===== src/rtl/module_display_scheduler.sv =====
// -----------------------------------------------------------------------------
// module_display_scheduler
//
// Time-multiplexed scan controller for an 8-digit, active-low 7-segment display
// running on the 10 MHz clock. Each digit slot lasts SCAN_DIV cycles. The first
// BLANK_CYC cycles of a slot keep every anode off to stop ghosting between
// digits. The display word is latched once per frame so that a digit never
// shows half of an old word and half of a new one. A separate prescaler
// produces the one-cycle step enable for the sweep generator. pause_i freezes
// only that prescaler.
//
// Ports
//   clk_10Mhz_i  in   1   system clock, rising edge
//   rst_i        in   1   asynchronous reset, active-high
//   pause_i      in   1   1 = hold the step prescaler
//   data_i       in   32  eight hex nibbles, nibble d drives digit d
//   step_en_o    out  1   one-cycle step pulse every STEP_DIV unpaused cycles
//   an_o         out  8   digit anodes, active-low, at most one low
//   seg_o        out  7   segments {g,f,e,d,c,b,a}, active-low
//   dp_o         out  1   decimal point, active-low, always off
//   digit_idx_o  out  3   index of the current digit slot
// -----------------------------------------------------------------------------
module module_display_scheduler #(
  parameter int SCAN_DIV  = 10_000,
  parameter int BLANK_CYC = 16,
  parameter int STEP_DIV  = 5_000_000
) (
  input  logic        clk_10Mhz_i,
  input  logic        rst_i,
  input  logic        pause_i,
  input  logic [31:0] data_i,
  output logic        step_en_o,
  output logic [7:0]  an_o,
  output logic [6:0]  seg_o,
  output logic        dp_o,
  output logic [2:0]  digit_idx_o
);

  localparam int SCAN_W = $clog2(SCAN_DIV);
  localparam int STEP_W = $clog2(STEP_DIV);

  typedef enum logic {ST_BLANK, ST_SHOW} state_t;

  state_t              state_q, state_d;
  logic [SCAN_W-1:0]   scan_cnt_q, scan_cnt_d;
  logic [2:0]          digit_q, digit_d;
  logic [31:0]         frame_q, frame_d;
  logic [7:0]          an_d;
  logic [6:0]          seg_d;
  logic [STEP_W-1:0]   step_cnt_q;

  function automatic logic [6:0] hex_to_seg(input logic [3:0] nib);
    logic [6:0] seg;
    case (nib)
      4'h0: seg = 7'h40;
      4'h1: seg = 7'h79;
      4'h2: seg = 7'h24;
      4'h3: seg = 7'h30;
      4'h4: seg = 7'h19;
      4'h5: seg = 7'h12;
      4'h6: seg = 7'h02;
      4'h7: seg = 7'h78;
      4'h8: seg = 7'h00;
      4'h9: seg = 7'h10;
      4'hA: seg = 7'h08;
      4'hB: seg = 7'h03;
      4'hC: seg = 7'h46;
      4'hD: seg = 7'h21;
      4'hE: seg = 7'h06;
      default: seg = 7'h0E;
    endcase
    return seg;
  endfunction

  // Next-state logic for the scan FSM and the registered display outputs.
  // The outputs are computed from the next state. This makes the anodes and
  // segments change on the same edge that enters BLANK or SHOW.
  always_comb begin
    state_d    = state_q;
    scan_cnt_d = scan_cnt_q + 1'b1;
    digit_d    = digit_q;
    frame_d    = frame_q;
    an_d       = 8'hFF;
    seg_d      = 7'h7F;

    // The frame is latched at the very start of the digit-0 slot.
    if (state_q == ST_BLANK && digit_q == 3'd0 && scan_cnt_q == '0) begin
      frame_d = data_i;
    end

    case (state_q)
      ST_BLANK: begin
        if (scan_cnt_q == SCAN_W'(BLANK_CYC - 1)) begin
          state_d = ST_SHOW;
        end
      end
      ST_SHOW: begin
        if (scan_cnt_q == SCAN_W'(SCAN_DIV - 1)) begin
          scan_cnt_d = '0;
          digit_d    = digit_q + 3'd1;
          state_d    = ST_BLANK;
        end
      end
      default: state_d = ST_BLANK;
    endcase

    if (state_d == ST_SHOW) begin
      an_d  = ~(8'h01 << digit_d);
      seg_d = hex_to_seg(frame_d[{digit_d, 2'b00} +: 4]);
    end
  end

  always_ff @(posedge clk_10Mhz_i or posedge rst_i) begin
    if (rst_i) begin
      state_q    <= ST_BLANK;
      scan_cnt_q <= '0;
      digit_q    <= 3'd0;
      frame_q    <= 32'h0;
      an_o       <= 8'hFF;
      seg_o      <= 7'h7F;
    end else begin
      state_q    <= state_d;
      scan_cnt_q <= scan_cnt_d;
      digit_q    <= digit_d;
      frame_q    <= frame_d;
      an_o       <= an_d;
      seg_o      <= seg_d;
    end
  end

  // Step prescaler. A paused cycle does not advance the count. A terminal
  // count that arrives while paused waits until the next unpaused cycle.
  always_ff @(posedge clk_10Mhz_i or posedge rst_i) begin
    if (rst_i) begin
      step_cnt_q <= '0;
      step_en_o  <= 1'b0;
    end else if (pause_i) begin
      step_en_o  <= 1'b0;
    end else if (step_cnt_q == STEP_W'(STEP_DIV - 1)) begin
      step_cnt_q <= '0;
      step_en_o  <= 1'b1;
    end else begin
      step_cnt_q <= step_cnt_q + 1'b1;
      step_en_o  <= 1'b0;
    end
  end

  assign digit_idx_o = digit_q;
  assign dp_o        = 1'b1;

endmodule


===== config.mk =====
export PLATFORM = sky130hd
export DESIGN_NAME = module_display_scheduler
export DESIGN_NICKNAME = d
export VERILOG_FILES = /design/src/rtl/module_display_scheduler.sv
export SDC_FILE = /design/constraint.sdc
export NUM_CORES = 1
export LEC_CHECK = 0
export CAP_MARGIN = 30
export CORE_MARGIN = 3
export CORE_UTILIZATION = 31
export CTS_CLUSTER_DIAMETER = 100
export DETAILED_ROUTE_END_ITERATION = 6
export DONT_BUFFER_PORTS = 1
export PLACE_DENSITY_LB_ADDON = 0.3
export REMOVE_ABC_BUFFERS = 1
export SLEW_MARGIN = 20
export SYNTH_ARGS = -nofsm -noshare
export SYNTH_HDL_FRONTEND = slang
export SYNTH_SLANG_ARGS = --single-unit

===== constraint.sdc =====
create_clock -name clk_10Mhz_i -period 5 [get_ports clk_10Mhz_i]
set_input_delay 0.75 -clock clk_10Mhz_i [delete_from_list [all_inputs] [get_ports clk_10Mhz_i]]
set_output_delay 0.75 -clock clk_10Mhz_i [all_outputs]
set_load 0.01 [all_outputs]

Word-level counts from Yosys, hierarchy flattened
Memory sizes are Yosys's and may differ from the RTL's.
Index checks and enable logic that the tools add are counted.
{ "op_classes": {"n_bitwise": 2, "addsub": 3, "n_eq_ne": 3, "shifts": 2, "mux": 13, "reduce_logical": 4} }
{ "ops": {"columns": ["operator", "count"], "rows": [
  ["$mux 32", 1],
  ["$shiftx 32x6->4", 1],
  ["$mux 14", 2],
  ["$add 23x1->23 const B", 1],
  ["$eq 23x23->1 const B", 1],
  ["$mux 23", 1],
  ["$add 14x1->14 const B", 1],
  ["$eq 14x14->1 const B", 1],
  ["$eq 14x4->1 const B", 1],
  ["$logic_not 14->1", 1],
  ["$mux 8", 1],
  ["$not 8->8", 1],
  ["$shl 1x3->8 const A", 1],
  ["$mux 7", 1],
  ["$mux 3", 2],
  ["$mux 1", 4],
  ["$add 3x1->3 const B", 1],
  ["$logic_not 3->1", 1],
  ["$logic_and 1x1->1", 2],
  ["$pmux 1 s2", 1],
  ["$not 1->1", 1]
]} }
{ "totals": {"wordCells": 36, "regBits": 89, "rom_bits": 112, "memories": 1} }
{ "mem_list": {"columns": ["memory", "depth", "word_bits", "rd", "rd_clocked_by_memory_dff", "write_ports", "line", "source"], "rows": [
  ["(name not given)", 16, 7, 1, 0, 0, "54", "case (nib)"]
]} }

Longest topological paths before layout
Gate-level depths: netlist of the first run.
An unclocked memory read counts as a cell.
{ "logic_depth": {"word_depth": 7, "ltp_mapped": 17, "ltp_nobuf": 15} }

Worst setup path before layout of the first run
No wires, ideal clock.
{ "synth_path": {"path_type": "register to register", "start": "reg scan_cnt_q[4]", "end": "reg seg_o[3]", "arrival_ns": 3.569, "period_less_slack_ns": 3.647, "n_path_buf": 0, "path_slack_ns": 1.353, "setup_time_ns": 0.077, "path_stages_with_launch": 15, "path_cell_list": "dfrtp_1 or4_4 nor4_4 mux2i_2 clkinv_2 nor2_1 a22oi_1 o211a_1 a21o_1 inv_1 ha_1 inv_1 nor3_1 a2111oi_2 a31oi_1"} }
{ "synth_via": {"elab_chain_len": 6} }
{ "synth_lines": {"columns": ["element", "line", "source"], "rows": [
  ["from (decl)", "45", "logic [SCAN_W-1:0] scan_cnt_q, scan_cnt_d;"],
  ["from (signal assigned)", "123", "scan_cnt_q <= scan_cnt_d;"],
  ["$eq 14x14->1", "98", "if (scan_cnt_q == SCAN_W'(SCAN_DIV - 1)) begin"],
  ["$mux 3", "98", null],
  ["$mux 3", "91", "case (state_q)"],
  ["net digit_d[1]", "46", "logic [2:0] digit_q, digit_d;"],
  ["$shiftx 32x6->4", "109", "seg_d = hex_to_seg(frame_d[{digit_d, 2'b00} +: 4]);"],
  ["$mem_v2 16x7", null, null],
  ["$mux 7", "107", "if (state_d == ST_SHOW) begin"],
  ["net seg_d[3]", "49", "logic [6:0] seg_d;"],
  ["to (signal assigned)", "127", "seg_o <= seg_d;"],
  ["to (decl)", "34", "output logic [6:0] seg_o,"]
]} }
The timed path passes the listed nets, and every way through them passes these cells.
A chain may end at the register's enable or synchronous reset.

Worst setup path after layout of the first run
Same ends and word-level chain as after synthesis.

==> results.py, run 1 <==
metrics = {
    "sta": {
        "slew_violations": 0,
        "fin_crit_sh": 0.803,
        "worst_slew_pin_slew_ns": 0.915,
        "hold_viol": 0,
        "setup_viol": 0,
        "fin_skew_ns": 0.00597,
        "rsz0062_at_grt": "no",
        "relSlewSlack": 0.390,
        "setup-tns-final_ns": 0,
        "fmax_mhz": 249,
        "fin_crit_ns": 4.02,
    },
    "floorplanning": {
        "fp.dieH_um": 124,
        "dieArea_sq_mm": 0.0155,
        "io_pins": 55,
        "initial_core_util": 0.322,
        "core_area_sq_mm": 0.0135,
        "rows": 42,
        "die_w_um": 124,
    },
    "worst_setup_path": {
        "crit_path_frequent_cell": "inv_1",
        "critical_path.cell_chain": "or4_4, nor4_4, xnor2_1, clkinv_1, nor2_1, a22oi_1, o211a_1, a21o_1, inv_1, ha_1, inv_1, nor3_1, a2111oi_2, a31oi_1",
        "worstSetupPathType": "reg -> reg",
        "crit_arrival_ns": 4.29,
        "crit_path_end_kind": "flip-flop",
        "required_ns": 5.27,
        "worst_path_max_delay_cell": "or4_4",
        "crit_path_max_fanout": 8,
        "crit_buf_inv": 3,
        "start_kind": "flip-flop",
        "cp_slowest_stage_delay_ns": 0.58,
        "path_delay_family": "simple AND/OR/NAND/NOR gates",
    },
    "power_and_ir_drop": {
        "leakage_uw": 0.00224,
        "switching_share": 0.247,
        "internal-power_uw": 1170,
        "power_density_mw_per_mm2": 319,
        "power_frac_clock": 0.410,
        "p_sw_uw": 383,
        "p_total_uw": 1550,
        "power_frac_comb": 0.073,
        "power_frac_seq": 0.517,
        "peakVddDrop_mv": 0.141,
    },
    "cts": {
        "clockBufferDepth": 2,
        "numCtsBuffers": 9,
        "cts_resized": 0,
        "cts_tree": "built",
        "clk-insertion-delay-late_ns": 0.35,
        "cts_hold_buffers": 0,
        "clk_pin_slew_ns": 0.06,
        "htreeDepth": 3,
        "cts_root_buf": "clkbuf_16",
        "postCtsSetupBuffers": 0,
        "cts_sinks": 89,
    },
    "job": {
        "cap_violations": 0,
    },
    "detailed_routing": {
        "drtIter0Drc": 148,
        "firstDrtPassIters": 4,
        "viasPerCell": 4.91,
        "ant_nets": 0,
        "wl_um": 9670,
        "wl_per_cell_um": 15.3,
        "drc": 0,
        "routed-via-count": 3100,
    },
    "synthesis": {
        "synth_fa_ha_area_frac": 0.0316,
        "synth_xor_area_frac": 0.0644,
        "synth.area.mux_share": 0.0595,
        "synth-simple-area-share": 0.223,
        "synthFlopType": "dfrtp_1",
        "async_reset_ff_frac": 1.00,
        "ys_seq_area_frac": 0.516,
        "yosysWarningCount": 0,
        "synth_cell_types": 57,
        "syn_area_per_cell_sq_um": 9.78,
        "synthCells": 445,
        "synth_top_family_by_area": "simple AND/OR/NAND/NOR gates",
        "synth_area_sq_mm": 0.00435,
        "synth_compound_area_frac": 0.0747,
        "synth-seq-cells": 89,
        "synth_edf_count": 0,
    },
    "cells_and_area": {
        "drive_gt1_frac": 0.119,
        "final_common_cell": "nand2_1",
        "diodes": 0,
        "final_cell_mix": "nand2_1, dfrtp_1, nor2_1",
        "syn_to_final_growth_pct": 11.7,
        "final_nets": 496,
    },
    "outcome": {
        "outcome": "complete, no violations",
    },
    "global_routing": {
        "grt.total_usage": 0.134,
        "grt_max_degree": 33,
        "grt_pass1_wl_um": 16600,
        "gr-total-overflow": 0,
        "grt_pass1_vias": 3191,
        "antenna_found_initial": 0,
    },
    "place": {
        "place_hpwl_um": 7230,
        "io_buffers": 0,
        "place.gp.congestion": 0.808,
    },
    "hold_path": {
        "hp-class": "in -> async",
    },
}
cells in the mapped netlist, drive strengths merged, types with 2 or more instances:
| master | instances | area, sq um |
|---|---|---|
| clkbuf | 9 | 33.8 |
| xor2 | 11 | 96.3 |
| o21ai | 10 | 50.1 |
| nor4 | 5 | 46.3 |
| o22ai | 3 | 18.8 |
| o211ai | 3 | 22.5 |
| buf | 3 | 17.5 |
| a22oi | 2 | 15.0 |
| dfrtp | 74 | 1850 |
| xnor2 | 21 | 184 |
| nand2 | 108 | 408 |
| mux2 | 4 | 45.0 |
| a31oi | 5 | 46.3 |
| ha | 11 | 138 |
| and2 | 2 | 12.5 |
| inv | 19 | 71.3 |
| clkinv | 2 | 8.75 |
| o31ai | 2 | 15.0 |
| nand3 | 18 | 90.1 |
| or4 | 2 | 18.8 |
| nor2b | 2 | 12.5 |
| and3 | 9 | 56.3 |
| a21oi | 6 | 30.0 |
| or2 | 4 | 25.0 |
| nor3 | 5 | 25.0 |
| a21o | 2 | 15.0 |
| nand4 | 7 | 43.8 |
| nor4b | 3 | 26.3 |
| nor2 | 37 | 141 |
| dfstp | 15 | 394 |
| nand2b | 2 | 12.5 |
| mux2i | 21 | 214 |
| and4 | 4 | 35.0 |
kinds of logic (layout without fill, tap and decap cells):
| family | after synthesis | after routing |
|---|---|---|
| AND/OR/NAND/NOR | 210 | 210 |
| flip-flops | 89 | 89 |
| AO/OA/AOI/OAI | 44 | 44 |
| buffers and inverters | 33 | 43 |
| XOR/XNOR | 32 | 32 |
| multiplexers | 25 | 25 |
| adder cells (fa/ha/maj) | 11 | 11 |
| other | 1 | 1 |
flip-flops by register name (all words and copies together), names as in the netlist:
| signal | flops |
|---|---|
| step_cnt_q | 23 |
| frame_q | 32 |
| an_o | 8 |
| seg_o | 7 |
| scan_cnt_q | 14 |
| state_q | 1 |
| digit_idx_o | 3 |
| step_en_o | 1 |
per-stage QoR:
step                utilization  hold slack [ns]  setup slack (ns)  cell area, sq um  std cells
floorplan                     -            0.431              1.10              4300        433
global placement          0.338            0.445              1.13              4560        614
detailed placement        0.339            0.450             0.959              4580        615
CTS                       0.360            0.327             0.940              4860        631
global route              0.360            0.345             0.588              4860        631
finish                    0.360            0.314             0.983              4860        631
worst paths after layout:
kind	slack (ns)	endpoint	depth (start not counted)	startpoint
min in group clk_10Mhz_i	0.46	step_cnt_q[2]	1	step_cnt_q[2]
setup / recovery	0.98	seg_o[3]	14	scan_cnt_q[4]
setup reg to reg	0.98	seg_o[3]	14	scan_cnt_q[4]
max in group asynchronous	3.67	seg_o[0]	3	rst_i
hold reg to reg	0.46	step_cnt_q[2]	1	step_cnt_q[2]
hold / removal	0.31	step_cnt_q[13]	1	rst_i
layout make-up:
| type | instances | area, sq um |
|---|---|---|
| fill | 1369 | 8640 |
| sequential | 89 | 2250 |
| multi-input combinational | 323 | 1980 |
| clock buffer | 10 | 239 |
| tap | 176 | 220 |
| inverter | 21 | 81.3 |
| timing repair buffer | 6 | 57.6 |
| clock inverter | 6 | 41.3 |
power groups by stage:
stage | Combinational [uW] | Clock [uW] | Sequential (uW)
after floorplan | 90.8 | 0 | 807
after global placement | 110 | 0 | 814
after detailed placement | 116 | 0 | 815
after CTS | 118 | 658 | 803
after global routing | 136 | 697 | 809
final | 113 | 636 | 802
routing by layer:
layer | vias to the layer above | track usage | part of all wire
li1 | 1516 | - | -
met4 | 0 | 0.0413 | 0.015
met3 | 14 | 0.0540 | 0.067
met1 | 1506 | 0.170 | 0.44
met2 | 64 | 0.211 | 0.48
met5 | - | 0 | 0
worst register-to-register path: cells and delay by family, from the launching register on:
family	cells	cell delay [ns]
buffers and inverters	3	0.58
AND/OR/NAND/NOR	4	1.69
AO/OA/AOI/OAI	5	0.72
flip-flops	1	0.45
XOR/XNOR	1	0.32
adder cells (fa/ha/maj)	1	0.17
(Power assumes the default switching activity.)
==> inputs of run 2 (changes only) <==
Clock period 5 ns to 3.4 ns, I/O delays scaled along.
==> run 2 against run 1 <==
  * Sequential power is 47% higher
  * Non-clock buffer count is 25 higher
  * Critical path depth is 3 lower
  * Die area stayed put
  * Setup slack worse by 0.84 ns
  * Routed wire length is 1.0% higher
  * Design area is 6.0% higher
  * Global-route usage is 0.061 points lower
  * Total power is 54% higher
  * Final cell count is 4.0% higher
  * Sequential share of layout area is 2.6 points lower
  * Critical endpoint is now seg_o[0]
  * Largest power group unchanged
  * Highest routed layer unchanged
==> results.py, run 2 (same netlist as run 1, synthesis figures left out) <==
metrics = {
    "outcome": {
        "outcome": "complete, no violations",
    },
    "cells_and_area": {
        "reg_top3": "frame_q x32, step_cnt_q x23, scan_cnt_q x14",
        "largest-register": "frame_q",
        "diodes": 0,
        "final_nets": 521,
        "fillCellCount": 1299,
        "drive_gt1_frac": 0.181,
        "multiInputGateArea_sq_mm": 0.00204,
        "final_cell_mix": "nand2_1, dfrtp_1, nor2_1",
        "syn_to_final_growth_pct": 18.3,
        "instances_no_fill": 656,
        "final_common_cell": "nand2_1",
        "regArea_sq_mm": 0.00225,
        "largest_reg_flops": 32,
        "utilization": 0.381,
    },
    "sta": {
        "relSlewSlack": 0.511,
        "fin_skew_ns": 0.00626,
        "hold_ws_ns": 0.0756,
        "worst_slew_pin_slew_ns": 0.731,
        "hold_viol": 0,
        "fin_crit_ns": 3.26,
        "rsz0062_at_grt": "yes",
        "fin_crit_sh": 0.959,
        "slew_violations": 0,
        "fmax_mhz": 307,
        "setup_viol": 0,
        "setup-tns-final_ns": 0,
    },
    "global_routing": {
        "grt.total_usage": 0.134,
        "grt_pass1_vias": 3305,
        "grt_use_met2": 0.215,
        "grt_max_degree": 35,
        "grt_pass1_wl_um": 16700,
        "busiest_layer": "met2",
        "grtUsageMet1": 0.166,
        "gr-total-overflow": 0,
        "antenna_found_initial": 0,
        "gr-usage-met3": 0.0545,
    },
    "floorplanning": {
        "die_w_um": 124,
        "io_pins": 55,
        "initial_core_util": 0.322,
        "core_area_sq_mm": 0.0135,
        "dieArea_sq_mm": 0.0155,
        "fp.dieH_um": 124,
        "rows": 42,
    },
    "power_and_ir_drop": {
        "peakVddDrop_mv": 0.287,
        "p_total_uw": 2390,
        "power_density_mw_per_mm2": 463,
        "leakage_uw": 0.00240,
    },
    "cts": {
        "cts_sinks": 89,
        "cts_root_buf": "clkbuf_16",
        "clk_pin_slew_ns": 0.06,
        "cts_tree": "built",
        "htreeDepth": 3,
        "numCtsBuffers": 9,
        "clk-insertion-delay-late_ns": 0.35,
        "clockBufferDepth": 2,
        "cts_hold_buffers": 0,
    },
    "worst_setup_path": {
        "crit_path_max_fanout": 9,
        "start_kind": "flip-flop",
        "crit_path_end_kind": "flip-flop",
        "worstSetupPathType": "reg -> reg",
        "required_ns": 3.65,
        "crit_arrival_ns": 3.51,
    },
    "place": {
        "io_buffers": 0,
        "dp_cells": 637,
        "place.gp.congestion": 0.918,
        "place_hpwl_um": 7370,
    },
    "hold_path": {
        "hp-class": "in -> async",
    },
    "detailed_routing": {
        "viasPerCell": 4.85,
        "firstDrtPassIters": 4,
        "routed-via-count": 3183,
        "drc": 0,
        "wl_per_cell_um": 14.9,
        "drtIter0Drc": 178,
        "ant_nets": 0,
        "wl_um": 9770,
    },
    "job": {
        "cap_violations": 0,
    },
}
run 2: cell types whose count changed in the layout (fill, tap and decap cells not counted), sizes merged:
cell      change
buf          +25
bufinv        +2
clkinvlp      -2
run 2: report_power, final:
group	total (uW)	internal (uW)	switching (uW)
sequential	1180	1130	48.6
combinational	172	75.1	97.3
clock	1030	639	394
total	2390	1850	540
run 2: final timing paths:
| path | slack (ns) | to | depth (start not counted) | start |
|---|---|---|---|---|
| max in group asynchronous | 2.50 | an_o[7] | 2 | rst_i |
| min in group clk_10Mhz_i | 0.28 | frame_q[27] | 2 | data_i[27] |
| min | 0.08 | step_cnt_q[16] | 1 | rst_i |
| min reg2reg | 0.46 | frame_q[19] | 2 | frame_q[19] |
| max | 0.14 | seg_o[0] | 11 | scan_cnt_q[4] |
| max reg2reg | 0.14 | seg_o[0] | 11 | scan_cnt_q[4] |
run 2: metrics by stage:
step	setup slack, ns	cell area (sq um)
2_1_floorplan	-0.496	4300
3_3_place_gp	0.0840	4750
3_5_place_dp	0.0442	4750
4_1_cts	0.0182	5060
5_1_grt	-0.00731	5150
6_report	0.139	5150
run 2: cell type report:
class / instances / share of cell area
Sequential cell: 89 / 0.436
Multi-Input combinational cell: 323 / 0.396
Timing Repair Buffer: 31 / 0.0483
Clock buffer: 10 / 0.0444
Tap cell: 176 / 0.0427
Clock inverter: 6 / 0.0160
Inverter: 21 / 0.0160
run 2: metal layers:
layer	vias up	part of all wire
met5	-	0
met4	0	0.012
met3	13	0.062
met2	61	0.47
met1	1541	0.46
li1	1568	-
run 2: what timing repair did:
action / in CTS / in global routing
pin swaps: 0 / 4
cloned: 0 / 0
resized for setup: 1 / 13
setup buffers: 0 / 3
endpoints found under the setup margin: 1 / 7
endpoints found under the hold margin: 0 / 0
run 2: critical path, stage by stage (launching register included):
cell	delay, ns
dfrtp_1	0.39
or4_4	0.56
nor4_4	0.28
buf_6	0.18
mux2i_4	0.29
buf_4	0.22
mux2i_1	0.25
o22ai_1	0.13
a41o_2	0.33
nand3_1	0.15
a21oi_1	0.10
o31ai_2	0.27
==> inputs of run 3 (changes only) <==
Settings changed: CTS_BUF_LIST from default to sky130_fd_sc_hd__clkbuf_8.
==> run 3 against run 2 <==
  * Clock skew rose by 0.0045 ns
  * Clock power fell by 25%
  * Count of clock-buffer cells in the layout fell by 1
  * Non-clock buffer count did not move
  * Critical path depth rose by 1
  * Sequential share of layout area rose by 0.84 points
  * Final cell count did not move
  * Design area fell by 1.9%
  * First-iteration DRC count fell by 0.56%
  * Setup slack improved by 0.016 ns
  * Fmax rose by 0.48%
  * Register-to-register slack improved by 0.02 ns
  * Largest power group unchanged
==> results.py, run 3 (same netlist as run 1, synthesis figures left out) <==
metrics = {
    "outcome": {
        "outcome": "complete, no violations",
    },
    "worst_setup_path": {
        "crit_arrival_ns": 3.53,
        "start_kind": "flip-flop",
        "crit_path_max_fanout": 7,
        "r2r-start": "scan_cnt_q[4]",
        "crit_path_frequent_cell": "mux2_2",
        "r2r_end": "seg_o[5]",
        "required_ns": 3.69,
        "critical_path.cell_chain": "or4_4, nor4_4, buf_6, mux2_2, a22oi_1, o21a_1, a21o_1, inv_1, ha_1, mux2_2, nand2_1, o211ai_1",
        "worst-r2r-cell-count": 12,
        "crit_path_end_kind": "flip-flop",
        "timing.reg2reg.setup_slack_ns": 0.15,
        "worst_path_max_delay_cell": "or4_4",
        "cp_slowest_stage_delay_ns": 0.56,
        "worstSetupPathType": "reg -> reg",
    },
    "floorplanning": {
        "io_pins": 55,
        "dieArea_sq_mm": 0.0155,
        "die_w_um": 124,
        "fp.dieH_um": 124,
        "core_area_sq_mm": 0.0135,
        "rows": 42,
        "initial_core_util": 0.322,
    },
    "global_routing": {
        "antenna_found_initial": 0,
        "grt_pass1_wl_um": 16700,
        "grt.total_usage": 0.133,
        "grt_pass1_vias": 3290,
        "gr-total-overflow": 0,
        "grt_max_degree": 35,
    },
    "sta": {
        "slew_violations": 0,
        "hold_ws_ns": 0.0420,
        "hold_viol": 0,
        "relSlewSlack": 0.516,
        "setup_viol": 0,
        "worst_slew_pin_slew_ns": 0.724,
        "fin_crit_ns": 3.25,
        "fmax_mhz": 308,
        "fin_crit_sh": 0.954,
        "fin_skew_ns": 0.0107,
        "rsz0062_at_grt": "no",
    },
    "cts": {
        "cts_tree": "built",
        "htreeDepth": 3,
        "cts_hold_buffers": 0,
        "clk-insertion-delay-late_ns": 0.37,
        "numCtsBuffers": 9,
        "clockBufferDepth": 2,
        "cts_root_buf": "clkbuf_8",
        "clk_pin_slew_ns": 0.09,
        "cts_sinks": 89,
    },
    "cells_and_area": {
        "reg_top3": "frame_q x32, step_cnt_q x23, scan_cnt_q x14",
        "final_common_cell": "nand2_1",
        "diodes": 0,
        "final_nets": 521,
        "syn_to_final_growth_pct": 16.1,
        "largest_reg_flops": 32,
        "largest-register": "frame_q",
        "utilization": 0.374,
        "final_cell_mix": "nand2_1, dfrtp_1, nor2_1",
        "drive_gt1_frac": 0.185,
    },
    "detailed_routing": {
        "drc": 0,
        "firstDrtPassIters": 4,
        "wl_per_cell_um": 14.9,
        "ant_nets": 0,
        "drtIter0Drc": 177,
        "routed-via-count": 3192,
        "viasPerCell": 4.87,
        "wl_um": 9800,
    },
    "place": {
        "io_buffers": 0,
        "place.gp.congestion": 0.918,
        "place_hpwl_um": 7370,
    },
    "power_and_ir_drop": {
        "power_density_mw_per_mm2": 419,
        "peakVddDrop_mv": 0.219,
        "leakage_uw": 0.00237,
    },
    "hold_path": {
        "hp-class": "in -> async",
    },
    "job": {
        "cap_violations": 0,
    },
}
## run 3: cell count changes in the layout (fill, tap and decap cells not counted), sizes merged
cell,previous run,this run
clkbuf,10,9
clkinv,5,4
inv,19,21
## run 3: stage by stage
stage                     setup WS, ns  area [sq um]  TNS, ns  power, uW  cells
after global routing           0.00404          5050        0       2240    656
after CTS                       0.0157          4960        0       2150    653
after detailed placement        0.0442          4750        0       1370    637
final                            0.155          5050        0       2120    656
after global placement          0.0840          4750        0       1360    637
after floorplan                 -0.496          4300    -2.49       1320    433
## run 3: timing repair
| action | CTS | global route |
|---|---|---|
| pin swaps | 0 | 5 |
| buffers inserted | 0 | 3 |
| endpoints found under the setup margin | 1 | 7 |
| gates resized for setup | 1 | 16 |
| cloned | 0 | 0 |
## run 3: final cells by class
type / instances / area (sq um)
Inverter: 21 / 82.6
Sequential cell: 89 / 2250
Clock inverter: 7 / 86.3
Tap cell: 176 / 220
Multi-Input combinational cell: 323 / 2040
Fill cell: 1310 / 8450
Clock buffer: 9 / 124
Timing Repair Buffer: 31 / 253
## run 3: routing by layer
metal | GRT usage | part of all wire | wire length [um]
met1 | 0.168 | 0.46 | 4490
met2 | 0.213 | 0.47 | 4640
met3 | 0.0489 | 0.054 | 533
met4 | 0.0380 | 0.015 | 143
met5 | 0 | 0 | 0
## run 3: worst max path at each step
stage	from	end	slack (ns)	cells past startpoint
detailed placement	scan_cnt_q[4]	seg_o[3]	0.04	14
CTS	scan_cnt_q[4]	seg_o[3]	0.02	14
global placement	scan_cnt_q[4]	seg_o[0]	0.08	11
floorplan	scan_cnt_q[4]	seg_o[3]	-0.50	14
global route	scan_cnt_q[4]	seg_o[5]	0.004	14
finish	scan_cnt_q[4]	seg_o[5]	0.15	12
## run 3: worst max-delay path: cells and delay by family, from the launching register on
kind,cells,cell delay (ns)
flip-flops,1,0.39
AO/OA/AOI/OAI,4,0.71
multiplexers,2,0.62
adder cells (fa/ha/maj),1,0.26
buffers and inverters,2,0.27
AND/OR/NAND/NOR,3,0.90
## run 3: where the power goes
| part | total (uW) | switching (uW) | internal, uW |
|---|---|---|---|
| clock network | 769 | 362 | 407 |
| registers | 1180 | 48.2 | 1130 |
| logic | 173 | 97.2 | 75.3 |
| total | 2120 | 507 | 1610 |
